--- config.mk ---
export PLATFORM = sky130hd
export DESIGN_NAME = shift_sequencer
export DESIGN_NICKNAME = d
export VERILOG_FILES = /design/src/rtl/shift_sequencer.sv
export SDC_FILE = /design/constraint.sdc
export NUM_CORES = 1
export LEC_CHECK = 0
export ABC_CLOCK_PERIOD_IN_PS = 2600
export CAP_MARGIN = 20
export CELL_PAD_IN_SITES_DETAIL_PLACEMENT = 1
export CELL_PAD_IN_SITES_GLOBAL_PLACEMENT = 1
export CORE_UTILIZATION = 44
export CTS_CLUSTER_DIAMETER = 150
export CTS_CLUSTER_SIZE = 8
export DETAILED_ROUTE_END_ITERATION = 7
export GPL_TIMING_DRIVEN = 0
export PLACE_DENSITY_LB_ADDON = 0.05
export RECOVER_POWER = 25
export SLEW_MARGIN = 25
export SYNTH_ARGS = -nofsm -noshare
export SYNTH_HDL_FRONTEND = slang
export SYNTH_SLANG_ARGS = --single-unit
--- constraint.sdc ---
create_clock -name clock_in -period 2.6 [get_ports clock_in]
set_clock_uncertainty 0.05 [all_clocks]
set_input_delay 0.26 -clock clock_in [delete_from_list [all_inputs] [get_ports clock_in]]
set_output_delay 0.26 -clock clock_in [all_outputs]
set_load 0.01 [all_outputs]
--- src/rtl/shift_sequencer.sv ---
// Control stage for the downstream shiftreg: buffers one parallel word, strobes
// its load, then paces WIDTH shift strobes at a programmable bit period.
module shift_sequencer #(
  parameter int WIDTH     = 10,
  parameter int DIV_WIDTH = 16
) (
  input  logic                 clock_in,
  input  logic                 reset_in,
  input  logic [WIDTH-1:0]     data_in,
  input  logic                 valid_in,
  output logic                 ready_out,
  input  logic [DIV_WIDTH-1:0] divisor_in,
  output logic                 load_out,
  output logic                 shift_out,
  output logic [WIDTH-1:0]     data_out,
  output logic                 word_done_out,
  output logic                 busy_out
);

  localparam int BITS_W = $clog2(WIDTH + 1);
  localparam logic [BITS_W-1:0] LAST_BIT = BITS_W'(WIDTH - 1);
  localparam logic [BITS_W-1:0] PENULT_BIT = BITS_W'(WIDTH - 2);
  localparam logic [BITS_W-1:0] BIT_ONE = BITS_W'(1);
  localparam logic [DIV_WIDTH-1:0] CNT_ONE = DIV_WIDTH'(1);

  typedef enum logic [1:0] {
    IDLE,
    LOAD,
    SHIFT
  } state_t;

  state_t               state;
  logic                 hold_full;
  logic [WIDTH-1:0]     hold_data;
  logic [DIV_WIDTH-1:0] div_reg;
  logic [DIV_WIDTH-1:0] cnt;
  logic [BITS_W-1:0]    bits;
  logic                 accept;

  assign ready_out = !hold_full;
  assign busy_out  = (state != IDLE) || hold_full;
  assign accept    = valid_in && !hold_full;

  // Strobes are registered, so each one is decided an edge early from what
  // the counters will hold in the cycle where it must appear.
  always_ff @(posedge clock_in or posedge reset_in) begin
    if (reset_in) begin
      state         <= IDLE;
      hold_full     <= 1'b0;
      hold_data     <= '0;
      div_reg       <= '0;
      cnt           <= '0;
      bits          <= '0;
      load_out      <= 1'b0;
      shift_out     <= 1'b0;
      word_done_out <= 1'b0;
      data_out      <= '0;
    end else begin
      load_out      <= 1'b0;
      shift_out     <= 1'b0;
      word_done_out <= 1'b0;

      if (accept) begin
        hold_full <= 1'b1;
        hold_data <= data_in;
      end

      case (state)
        IDLE: begin
          if (hold_full) begin
            state     <= LOAD;
            load_out  <= 1'b1;
            data_out  <= hold_data;
            hold_full <= 1'b0;
          end
        end

        LOAD: begin
          div_reg <= divisor_in;
          cnt     <= divisor_in;
          bits    <= '0;
          state   <= SHIFT;
          if (divisor_in == '0) begin
            shift_out     <= 1'b1;
            word_done_out <= (WIDTH == 1);
          end
        end

        SHIFT: begin
          if (cnt == '0) begin
            bits <= bits + BIT_ONE;
            cnt  <= div_reg;
            if (bits == LAST_BIT) begin
              // Chain straight into the next word when one is already waiting.
              if (hold_full) begin
                state     <= LOAD;
                load_out  <= 1'b1;
                data_out  <= hold_data;
                hold_full <= 1'b0;
              end else begin
                state <= IDLE;
              end
            end else if (div_reg == '0) begin
              shift_out     <= 1'b1;
              word_done_out <= (bits == PENULT_BIT);
            end
          end else begin
            cnt <= cnt - CNT_ONE;
            if (cnt == CNT_ONE) begin
              shift_out     <= 1'b1;
              word_done_out <= (bits == LAST_BIT);
            end
          end
        end

        default: state <= IDLE;
      endcase
    end
  end

endmodule

Word-level counts from Yosys, hierarchy flattened:

Cells that the tools add are included.

* muxes and demuxes: 33
* reduce and logical (&&, ||, !) cells: 13
* add/subtract/negate cells: 2
* equality and inequality tests: 8

Operators by type and width (count)
* logical NOT 16 bit: 3
* case mux 16 bit (2 select lines): 1
* 2-to-1 mux 10 bit: 3
* case mux 10 bit (2 select lines): 1
* 2-to-1 mux 1 bit: 18
* equality test 16 x 1 -> 1 bit (second input constant): 1
* 2-to-1 mux 16 bit: 1
* subtractor 16 x 1 -> 16 bit (second input constant): 1
* equality test 4 bit (second input constant): 2
* case mux 4 bit (2 select lines): 1
* 2-to-1 mux 2 bit: 3
* inequality test 2 bit (second input constant): 3
* case mux 1 bit (2 select lines): 3
* case mux 2 bit (3 select lines): 1
* AND reduction 3 bit: 2
* nonzero test 2 bit: 3
* adder 4 x 1 -> 4 bit (second input constant): 1
* 2-to-1 mux 4 bit: 1
* equality test 2 x 1 -> 1 bit (second input constant): 1
* equality test 2 bit (second input constant): 1
* logical NOT 2 bit: 1
* AND reduction 2 bit: 1
* logical AND 1 bit: 1
* logical NOT 1 bit: 1
* logical OR 1 bit: 1

* logic and storage cells: 66
* flip-flop bits (word level): 62
* bits of input ports: 29

Longest topological paths before layout:

Gate-level depths: netlist (run 1).

* depth in word-level cells: 7
* depth in mapped cells: 8

Worst setup path after synthesis (run 1):

No wires, ideal clock.

* path type: reg2reg
* start point: register cnt[0]
* end point: register cnt[8]
* data required time: 2.424 ns
* buffers on the path: 1
* setup slack: 0.391 ns
* stages on the path, launching flop included: 9
* arrival time: 2.033 ns
* period minus slack after synthesis: 2.209 ns
* cell sequence: dfrtp_1 -> inv_1 -> ha_1 -> or3b_1 -> clkbuf_1 -> nor3_2 -> mux2i_1 -> nor3_1 -> a221o_1

* longest elaborated chain between the ends: 3
* elaborated cells between the ends (all ways): 4
* classes of those cells: add/sub (1); mux (2); reduce/logical (1)

RTL lines
* start, declared: line 36 `logic [DIV_WIDTH-1:0] cnt;`
* start signal, assigned: line 80 `cnt <= divisor_in;`
* start signal, assigned: line 92 `cnt <= div_reg;`
* start signal, assigned: line 108 `cnt <= cnt - CNT_ONE;`
* subtractor 16 x 1 -> 16 bit or logical NOT 16 bit (tied branches): line 108, 90
* 2-to-1 mux 16 bit *: line 90 `if (cnt == '0) begin`
* case mux 16 bit (2 select lines) *: line 68 `case (state)`

Every way passes the cells marked *; elsewhere a longest branch is shown, timed or not.
A chain may end at the register's enable or synchronous reset.

Worst setup path in the final report (run 1):

* start point: register cnt[1]
* end point: register cnt[11]

Same word-level chain as after synthesis.

==> results.md, run 1 <==
- Synth Register Bits: 62
- Core area: 7290 sq um
- Port Buffer Count: 43
- H-tree levels: 3
- ANT cells: 0
- Routed length per instance: 20.1 um
- Syn nets: 340
- Buf/Inv on CP: 2
- Full die area: 7920 sq um
- Final design area excluding fillers: 4200 sq um
- CP max FO: 5
- Final setup vio count: 0
- Pre-Repair DR Iteration Count: 4
- Initial antenna violation count: 0
- CP Launch Type: flip-flop
- Mean area per synthesized cell: 11.1 sq um
- DRC: 0
- Vias in the first global route: 2795
- Hpwl dp: 6680 um
- Worst relative slew slack: 31.3%
- RSZ-0062 raised after global routing: true
- Crit-path max cell delay: 0.56 ns
- Max Clk Rate: 0.401 GHz
- Top-area cell type share of the netlist area: 46.6%
- First DRT Iteration DRCs: 144
- Switch share: 28.4%
- MaxCap Viol Count: 0
- Worst path cell trace: inv_1, ha_1, or3b_1, clkbuf_1, o31ai_2, o31ai_1, a22o_1
- Worst path arrival time: 2.67 ns
- Die Wd: 89.0 um
- Worst-path clk slew: 0.07 ns
- Largest net degree at the start of global routing: 42
- Sequential share of power: 44.0%
- Vias: 2741
- CTS sink cnt: 62
- Syn Inst Count: 301
- Worst-margin pin slew: 1.03 ns
- P_int: 2140 uW
- Via/cell ratio: 5.95
- Hold_buf cts: 0
- Maximum VDD drop: 346 uV
- Post-synthesis sequential area ratio: 46.6%
- Routability cong.: 0.885
- CTS tree: done
- Die H: 89.0 um
- Mapped cell area: 3330 sq um
- Status: finished, final reports clean
- First-pass GRT wire length: 14800 um
- Total Routed Length: 9290 um
- Largest cells by area after synthesis: dfrtp_1, mux2_2, mux2_4
- Fin nets: 396
- Crit. End Element: flip-flop
- Lkg Pwr: 0.00175 uW
- TritonCTS Buffers: 9
- Yosys warnings: 0
- Commonest non-fill, non-tap cell in the layout: dfrtp_1
- Min-delay worst type: flip-flop to flip-flop
- Clock power share: 38.2%
- Ports: 44
- Slew Limit Fails: 0
- Combinational Power Share: 17.8%
- Row cnt: 31
- Cell taking the most area after synthesis: dfrtp_1
- Worst Setup Path Type: flip-flop to flip-flop
- ANT nets after route: 0
- Maximum root-to-sink buffer count: 2
- Top FF cell, synth: dfrtp_1
- Power per Cell Area: 713 nW/um^2
- Crit path max-delay family: compound AO/OA/AOI/OAI gates
- Tcrit/Tclk final: 95.9%
- GR Overflow Total: 0
- Gr usage total: 25.5%
- Worst skew pair latency: 0.34 ns
- Final std cells w/o fill: 461
- CTS root buf: clkbuf_8
- Required time of the worst setup path: 2.78 ns
- Crit path time final: 2.49 ns
- Placed cell areas: 3910 sq um
- Post-synth cell types: 59
- Most frequent cells in the layout: dfrtp_1, clkdlybuf4s50_1, mux2_2
- Layout cells sized above 1: 20.2%
- Initial core utilization: 45.7%
- DP Cell Count: 444
- CP max-delay cell: o31ai_2
- Sw Pwr: 851 uW
- Final Hold Viols: 0
- Area Growth Syn to Fin: 26.0%
- Async SR Flop Fraction: 100%
- Post-synth EDFFs: 0
## cells by family after synthesis
kind of cell / after synthesis / synth area share [%]
compound gates: 75 / 15.2
fa+ha+maj: 10 / 3.76
simple gates: 83 / 15.0
xor+xnor: 3 / 0.789
mux: 42 / 15.0
flops: 62 / 46.6
buf+inv: 26 / 3.60
## through the flow
step / setup WS [ns] / TNS [ns] / utilization (%) / total power [uW] / hold slack, ns
finish: 0.108 / 0 / 57.6 / 2990 / 0.451
global route: -0.0339 / -0.0596 / 57.6 / 3140 / 0.466
CTS: -0.0103 / -0.0103 / 57.4 / 3020 / 0.184
detailed placement: -0.134 / -0.310 / 53.6 / 1860 / 0.442
global placement: -0.451 / -27.81 / 53.3 / 1830 / 0.429
floorplan: 0.391 / 0 / - / 1650 / 0.329
## power by group through the flow
stage	Clock [uW]	Sequential, uW	Combinational, uW
floorplan	0	1280	363
global route	1210	1340	591
global placement	0	1320	507
finish	1140	1320	533
CTS	1170	1320	538
detailed placement	0	1330	527
## routing by layer
metal / up-vias / share of wire (%) / GRT usage (%)
met2: 88 / 50 / 42.9
met5: - / 0 / 0
li1: 1248 / - / -
met1: 1390 / 42 / 33.4
met4: 0 / 1.9 / 8.80
met3: 15 / 5.7 / 4.62
## layout make-up
class | instances | area [sq um]
fill | 806 | 3090
multi-input combinational | 213 | 1670
sequential | 62 | 1550
timing repair buffer | 45 | 455
clock inverter | 7 | 145
clock buffer | 9 | 124
tap | 99 | 124
buffer | 13 | 75.1
inverter | 13 | 50.0
## worst reg2reg max path, delay by kind of cell, from the launching register on
kind                     cells  cell delay (ns)
AO/OA/AOI/OAI                3             0.96
adder cells (fa/ha/maj)      1             0.23
buffers and inverters        2             0.35
flip-flops                   1             0.42
AND/OR/NAND/NOR              1             0.38
## Yosys cell counts, drive strengths merged (4+ instances only)
cell type	count
a21oi	6
mux2i	5
clkbuf	9
buf	4
a211oi	4
nand4	6
o21ai	26
inv	12
nor2b	5
a31oi	5
or3	6
nor4	7
mux2	37
nand3	8
ha	10
dfrtp	62
nor3	12
a22oi	8
nand2	13
nor2	13
## final timing paths
path                       slack (ns)     endpoint         start  cells past startpoint
setup / recovery                 0.11      cnt[11]        cnt[1]                      7
hold / removal                   0.45  data_out[1]  hold_data[1]                      1
setup reg to reg                 0.11      cnt[11]        cnt[1]                      7
hold reg to reg                  0.45  data_out[1]  hold_data[1]                      1
max in group asynchronous        0.54      cnt[14]      reset_in                      3
min in group asynchronous        0.48      bits[1]      reset_in                      2
## timing repair
item / 4_1_cts / 5_1_grt
gates resized for setup: 2 / 5
buffers inserted: 0 / 1
setup endpoints to repair: 13 / 13
pin swaps: 1 / 2
No activity file was read; power rests on OpenSTA's default activity.
==> run 2, diff against run 1 <==
ABC_CLOCK_PERIOD_IN_PS = unset   (was 2600)
CORE_MARGIN = 5   (was unset)
==> run 2 against run 1 <==
Total power decreased by 13%. Die area grew 19%. Final cell count grew 0.43%. Critical path depth grew 2. Cell area down 2.1%. Highest routed layer unchanged.
==> results.md, run 2 (synthesis gave the netlist of run 1 again) <==
- Required time of the worst setup path: 2.75 ns (-0.03 ns)
- TritonCTS Buffers: 9 (unchanged)
- Worst relative slew slack: 3.20% (-28 points)
- Initial antenna violation count: 0 (unchanged)
- Final std cells w/o fill: 463 (+0.43%)
- Final setup vio count: 0 (unchanged)
- MaxCap Viol Count: 0 (unchanged)
- CTS sink cnt: 62 (unchanged)
- Switch share: 31.9% (+3.5 points)
- Worst Setup SP: cnt[0]
- Sw Pwr: 831 uW (-2.3%)
- DRC: 0 (unchanged)
- Largest net degree at the start of global routing: 34 (-19%)
- CP max FO: 10 (+5)
- Tcrit/Tclk final: 92.3% (-3.5 points)
- ANT nets after route: 0 (unchanged)
- Worst skew pair latency: 0.34 ns (about the same)
- Power per Cell Area: 634 nW/um^2 (-11%)
- Pre-Repair DR Iteration Count: 4 (unchanged)
- Status: finished, final reports clean
- CTS tree: done
- Hpwl dp: 7130 um (+6.7%)
- Buf/Inv on CP: 4 (+2)
- Final design area excluding fillers: 4110 sq um (-2.1%)
- Maximum VDD drop: 402 uV (+16%)
- Area Growth Syn to Fin: 23.3%
- Slew Limit Fails: 0 (unchanged)
- Clock power share: 28.9% (-9.3 points)
- Final Hold Viols: 0 (unchanged)
- Metal3 WL: 488 um (-7.0%)
- Routed length per instance: 20.8 um (+3.4%)
- Vias in the first global route: 2938 (+5.1%)
- Total Routed Length: 9640 um (+3.8%)
- GR Overflow Total: 0 (unchanged)
- DRT met1 WL: 4300 um (+10%)
- Fin nets: 398 (+0.51%)
- First-pass GRT wire length: 16000 um (+8.1%)
- First DRT Iteration DRCs: 105 (-27%)
- Crit. End Element: flip-flop
- RSZ-0062 raised after global routing: false
- Max Clk Rate: 0.416 GHz (+3.8%)
- Crit-path max cell delay: 0.44 ns (-0.12 ns)
- Full die area: 9410 sq um (+19%)
- Min-delay src: valid_in
- CP max-delay cell: dfrtp_1
- Routability cong.: 0.862 (-2.6%)
- Vias: 2750 (+0.33%)
- Row cnt: 31 (unchanged)
- Port Buffer Count: 43 (unchanged)
- Combinational Power Share: 20.5% (+2.7 points)
- Die Wd: 97.0 um (+9.0%)
- Worst Setup Path Type: flip-flop to flip-flop
- Core area: 7330 sq um (+0.53%)
- CTS root buf: clkbuf_8
- Worst-path clk slew: 0.07 ns (about the same)
- Crit path max-delay family: buffers and inverters
- Worst path cell trace: inv_1, ha_1, or3b_1, clkbuf_1, nor3_4, buf_4, buf_6, mux2i_1, o21ai_1
- Die H: 97.0 um (+9.0%)
- Placed cell areas: 3910 sq um (unchanged)
- Most frequent cells in the layout: dfrtp_1, clkdlybuf4s50_1, mux2_2
- Max layer used: met4
- Met2 Wirelength: 4690 um (+0.21%)
- Ports: 44 (unchanged)
- Worst-margin pin slew: 1.44 ns (+0.414 ns)
- CP Launch Type: flip-flop
- ANT cells: 0 (unchanged)
- Sequential share of power: 50.6% (+6.6 points)
- Hold_buf cts: 0 (unchanged)
- Reg-to-reg critical path startpoint: cnt[0]
- Initial core utilization: 45.5% (-0.24 points)
- H-tree levels: 3 (unchanged)
- P_int: 1770 uW (-17%)
- Gr usage total: 21.4% (-4.1 points)
- Via/cell ratio: 5.94 (-0.11%)
- Maximum root-to-sink buffer count: 2 (unchanged)
- Layout cells sized above 1: 20.6% (+0.44 points)
- Commonest non-fill, non-tap cell in the layout: dfrtp_1
- Worst path arrival time: 2.56 ns (-0.11 ns)
- Crit path time final: 2.40 ns (-0.0913 ns)
- Min-delay worst type: input pin to flip-flop
- DP Cell Count: 444 (unchanged)
- Lkg Pwr: 0.00172 uW (-1.6%)
==> run 2: through the flow <==
| stage | power [uW] | util (%) | hold slack, ns | setup TNS [ns] | setup slack (ns) |
|---|---|---|---|---|---|
| final | 2600 | 56.0 | 0.451 | 0 | 0.199 |
| after global routing | 2770 | 56.0 | 0.457 | 0 | 0.0399 |
| after CTS | 2620 | 55.8 | 0.233 | 0 | 0.0128 |
| after detailed placement | 1860 | 53.3 | 0.433 | -0.0760 | -0.0387 |
| after global placement | 1820 | 53.0 | 0.423 | -27.67 | -0.446 |
| after floorplan | 1650 | - | 0.329 | 0 | 0.391 |
==> run 2: final cells by class <==
| class | count | area (sq um) |
|---|---|---|
| Timing Repair Buffer | 47 | 458 |
| Multi-Input combinational cell | 213 | 1680 |
| Clock inverter | 6 | 37.5 |
| Tap cell | 99 | 124 |
| Inverter | 13 | 50.0 |
| Clock buffer | 10 | 138 |
| Buffer | 13 | 73.8 |
| Sequential cell | 62 | 1550 |
| Fill cell | 790 | 3220 |
==> run 2: worst paths after layout <==
path                                     to  slack (ns)  cells past startpoint
worst max-delay path                 cnt[4]        0.20                      9
max in group asynchronous            cnt[3]        0.48                      3
worst max register to register       cnt[4]        0.20                      9
min in group asynchronous       data_out[3]        0.65                      2
worst min-delay path              hold_full        0.45                      3
worst min register to register      cnt[13]        0.45                      1
==> run 2: tightest hold or removal path, delay by kind of cell <==
kind,cells,cell delay (ns)
compound gates,1,0.06
buf+inv,1,0.41
simple gates,1,0.07
==> run 2: what timing repair did <==
| item | CTS | global route |
|---|---|---|
| cloned | 0 | 0 |
| buffers inserted | 0 | 3 |
| pin swaps | 0 | 2 |
| setup endpoints to repair | 6 | 21 |
| gates resized for setup | 2 | 4 |
==> run 2: power by group through the flow <==
stage,clock (uW),sequential (uW),combinational [uW]
5_1_grt,837,1340,589
3_3_place_gp,0,1320,502
3_5_place_dp,0,1330,528
2_1_floorplan,0,1280,363
6_report,753,1320,534
4_1_cts,777,1310,533
==> run 2: metal layers <==
metal / vias up / global-route usage [%]
met5: - / 0
met1: 1410 / 28.6
met2: 72 / 34.1
li1: 1257 / -
met4: 0 / 8.10
met3: 11 / 4.53
==> run 3, diff against run 2 <==
ABC_AREA = 1   (was unset)
CORE_UTILIZATION = 41   (was 44)
==> run 3 against run 2 <==
Combinational power grew to 4.5 times the previous value. Via count grew 19%. Sequential share of layout area shrank 1.8 points. Sequential cell count is the same. Critical endpoint is now busy_out. Largest cell class unchanged. Largest power group is now combinational cells. Highest routed layer unchanged.
==> results.md, run 3 <==
- Hpwl dp: 7690 um (+7.8%)
- CTS sink cnt: 62 (unchanged)
- Crit. End Element: output port
- Most numerous cell in the Yosys netlist: nand2_1
- Power per Cell Area: 1150 nW/um^2 (+82%)
- TritonCTS Buffers: 9 (unchanged)
- Syn nets: 516 (+52%)
- Met2 Wirelength: 4840 um (+3.2%)
- Full die area: 10600 sq um (+12%)
- Final setup vio count: 0 (unchanged)
- Vias: 3274 (+19%)
- Top cells by count, synth: nand2_1, nor2_1, dfrtp_1, inv_1, a21oi_1
- Syn Inst Count: 477 (+58%)
- Placed cell areas: 4120 sq um (+5.4%)
- CP Launch Type: flip-flop
- Routed length per instance: 15.7 um (-25%)
- Max layer used: met4
- Mean area per synthesized cell: 7.42 sq um (-33%)
- ANT cells: 0 (unchanged)
- Die Wd: 103 um (+6.0%)
- Cell taking the most area after synthesis: dfrtp_1
- Metal3 WL: 412 um (-16%)
- Gr usage total: 20.8% (-0.65 points)
- CTS tree: done
- Mapped cell area: 3540 sq um (+6.2%)
- GR Overflow Total: 0 (unchanged)
- Most frequent cells in the layout: nand2_1, nor2_1, dfrtp_1
- Worst path arrival time: 1.72 ns (-0.84 ns)
- Pre-Repair DR Iteration Count: 4 (unchanged)
- Maximum VDD drop: 431 uV (+7.2%)
- Async SR Flop Fraction: 100% (unchanged)
- Largest net degree at the start of global routing: 38 (+12%)
- Hold_buf cts: 0 (unchanged)
- Post-synth EDFFs: 0 (unchanged)
- Required time of the worst setup path: 2.29 ns (-0.46 ns)
- Cells on worst reg2reg path: 6 (-3)
- Worst skew pair latency: 0.35 ns (about the same)
- CTS root buf: clkbuf_8
- H-tree levels: 3 (unchanged)
- Area Growth Syn to Fin: 22.1%
- Yosys warnings: 0 (unchanged)
- Via/cell ratio: 5.10 (-14%)
- Lkg Pwr: 0.00205 uW (+19%)
- Worst Setup Path Type: flip-flop to output port
- Synth Register Bits: 62 (unchanged)
- Top-area cell type share of the netlist area: 43.9% (-2.7 points)
- Min-delay worst type: flip-flop to flip-flop
- Fin nets: 571 (+43%)
- Post-CTS Setup Inserts: 0 (unchanged)
- Core area: 8300 sq um (+13%)
- Commonest non-fill, non-tap cell in the layout: nand2_1
- First DRT Iteration DRCs: 134 (+28%)
- Ports: 44 (unchanged)
- Setup slack on the worst flop-to-flop path: 0.60 ns (+0.40 ns)
- Worst-margin pin slew: 1.31 ns (-0.131 ns)
- Crit path time final: 2.03 ns (-0.367 ns)
- Top FF cell, synth: dfrtp_1
- Worst Slack Setup Final: 0.566 ns (+0.367 ns)
- Post-synthesis sequential area ratio: 43.9% (-2.7 points)
- Final Util: 52.0% (-4.0 points)
- Final design area excluding fillers: 4320 sq um (+5.1%)
- Post-synth cell types: 30 (-49%)
- Worst Setup SP: state[0]
- Routability cong.: 0.794 (-7.8%)
- Max Clk Rate: 0.492 GHz (+18%)
- Initial antenna violation count: 0 (unchanged)
- Tcrit/Tclk final: 78.2% (-14 points)
- RSZ-0062 raised after global routing: false
- Layout cells sized above 1: 8.94% (-12 points)
- Port Buffer Count: 43 (unchanged)
- DRC: 0 (unchanged)
- Pre-CTS setup slack: 0.613 ns (+0.651 ns)
- DRT met1 WL: 4710 um (+9.3%)
- Slew Limit Fails: 0 (unchanged)
- Die H: 103 um (+6.0%)
- Vias in the first global route: 3498 (+19%)
- Critical Path End: busy_out
- Worst r2r dst: cnt[15]
- Status: finished, final reports clean
- Setup TNS: 0 ns (unchanged)
- CP max FO: 4 (-6)
- Largest cells by area after synthesis: dfrtp_1, nand2_1, nor2_1
- Cts repair resizes: 0 (-2)
- Total Routed Length: 10100 um (+4.4%)
- First-pass GRT wire length: 17000 um (+6.1%)
- PnR Total Power: 4980 uW (+91%)
- Reg-to-reg critical path startpoint: state[0]
- Initial core utilization: 42.6% (-2.8 points)
- Row cnt: 33 (+6.5%)
- Worst relative slew slack: 12.0% (+8.8 points)
- MaxCap Viol Count: 0 (unchanged)
- Worst-path clk slew: 0.08 ns (about the same)
- Final Hold Viols: 0 (unchanged)
- Maximum root-to-sink buffer count: 2 (unchanged)
- ANT nets after route: 0 (unchanged)
## run 3: cell types whose count changed after synthesis, moves of 18 or more
| cell | delta |
|---|---|
| nor2_1 | +62 |
| mux2_2 | -27 |
| a21oi_1 | +24 |
| nand2_1 | +116 |
| inv_1 | +48 |
| nand3_1 | +18 |
## run 3: per-layer routing
| layer | up-vias | GRT usage, % |
|---|---|---|
| li1 | 1607 | - |
| met1 | 1599 | 27.7 |
| met2 | 57 | 34.3 |
| met3 | 11 | 3.72 |
| met4 | 0 | 6.57 |
| met5 | - | 0 |
## run 3: through the flow
stage,hold slack [ns],instances
global placement,0.414,625
CTS,0.206,642
detailed placement,0.420,626
floorplan,0.327,477
finish,0.434,642
global route,0.463,642
## run 3: worst min-delay path by stage
stage	from	endpoint	slack [ns]	depth (start not counted)
floorplan	divisor_in[12]	div_reg[12]	0.33	2
global placement	data_out[6]	data_out[6]	0.41	2
detailed placement	data_out[0]	data_out[0]	0.42	2
CTS	reset_in	cnt[13]	0.21	2
global route	data_in[8]	hold_data[8]	0.46	3
finish	data_out[0]	data_out[0]	0.43	2
## run 3: power by group
group,switching (uW),total (uW),internal [uW]
sequential,302,1710,1410
combinational,1490,2400,905
clock,431,877,446
## run 3: layout make-up
| type | instances | area, sq um |
|---|---|---|
| Buffer | 13 | 72.6 |
| Clock buffer | 9 | 124 |
| Clock inverter | 7 | 73.8 |
| Fill cell | 1070 | 3980 |
| Inverter | 61 | 230 |
| Multi-Input combinational cell | 341 | 1680 |
| Sequential cell | 62 | 1550 |
| Tap cell | 105 | 131 |
| Timing Repair Buffer | 44 | 450 |
## run 3: critical path, cell delays in order (launching register included)
cell and delay, ns:
dfrtp_1 0.40, inv_1 0.08, ha_1 0.24, nand2_1 0.11, clkdlybuf4s50_1 0.54
## run 3: cell families (layout without fill, tap and decap cells)
kind of cell	count (synthesis)	count (layout)	share of synthesized area, %
AOI/OAI and AO/OA	69	69	11.1
adders and majority gates	10	10	3.54
xor gates and xnor gates	3	3	0.743
buffers and inverters	74	134	8.52
DFF	62	62	43.9
and+or+nand+nor	259	259	32.2
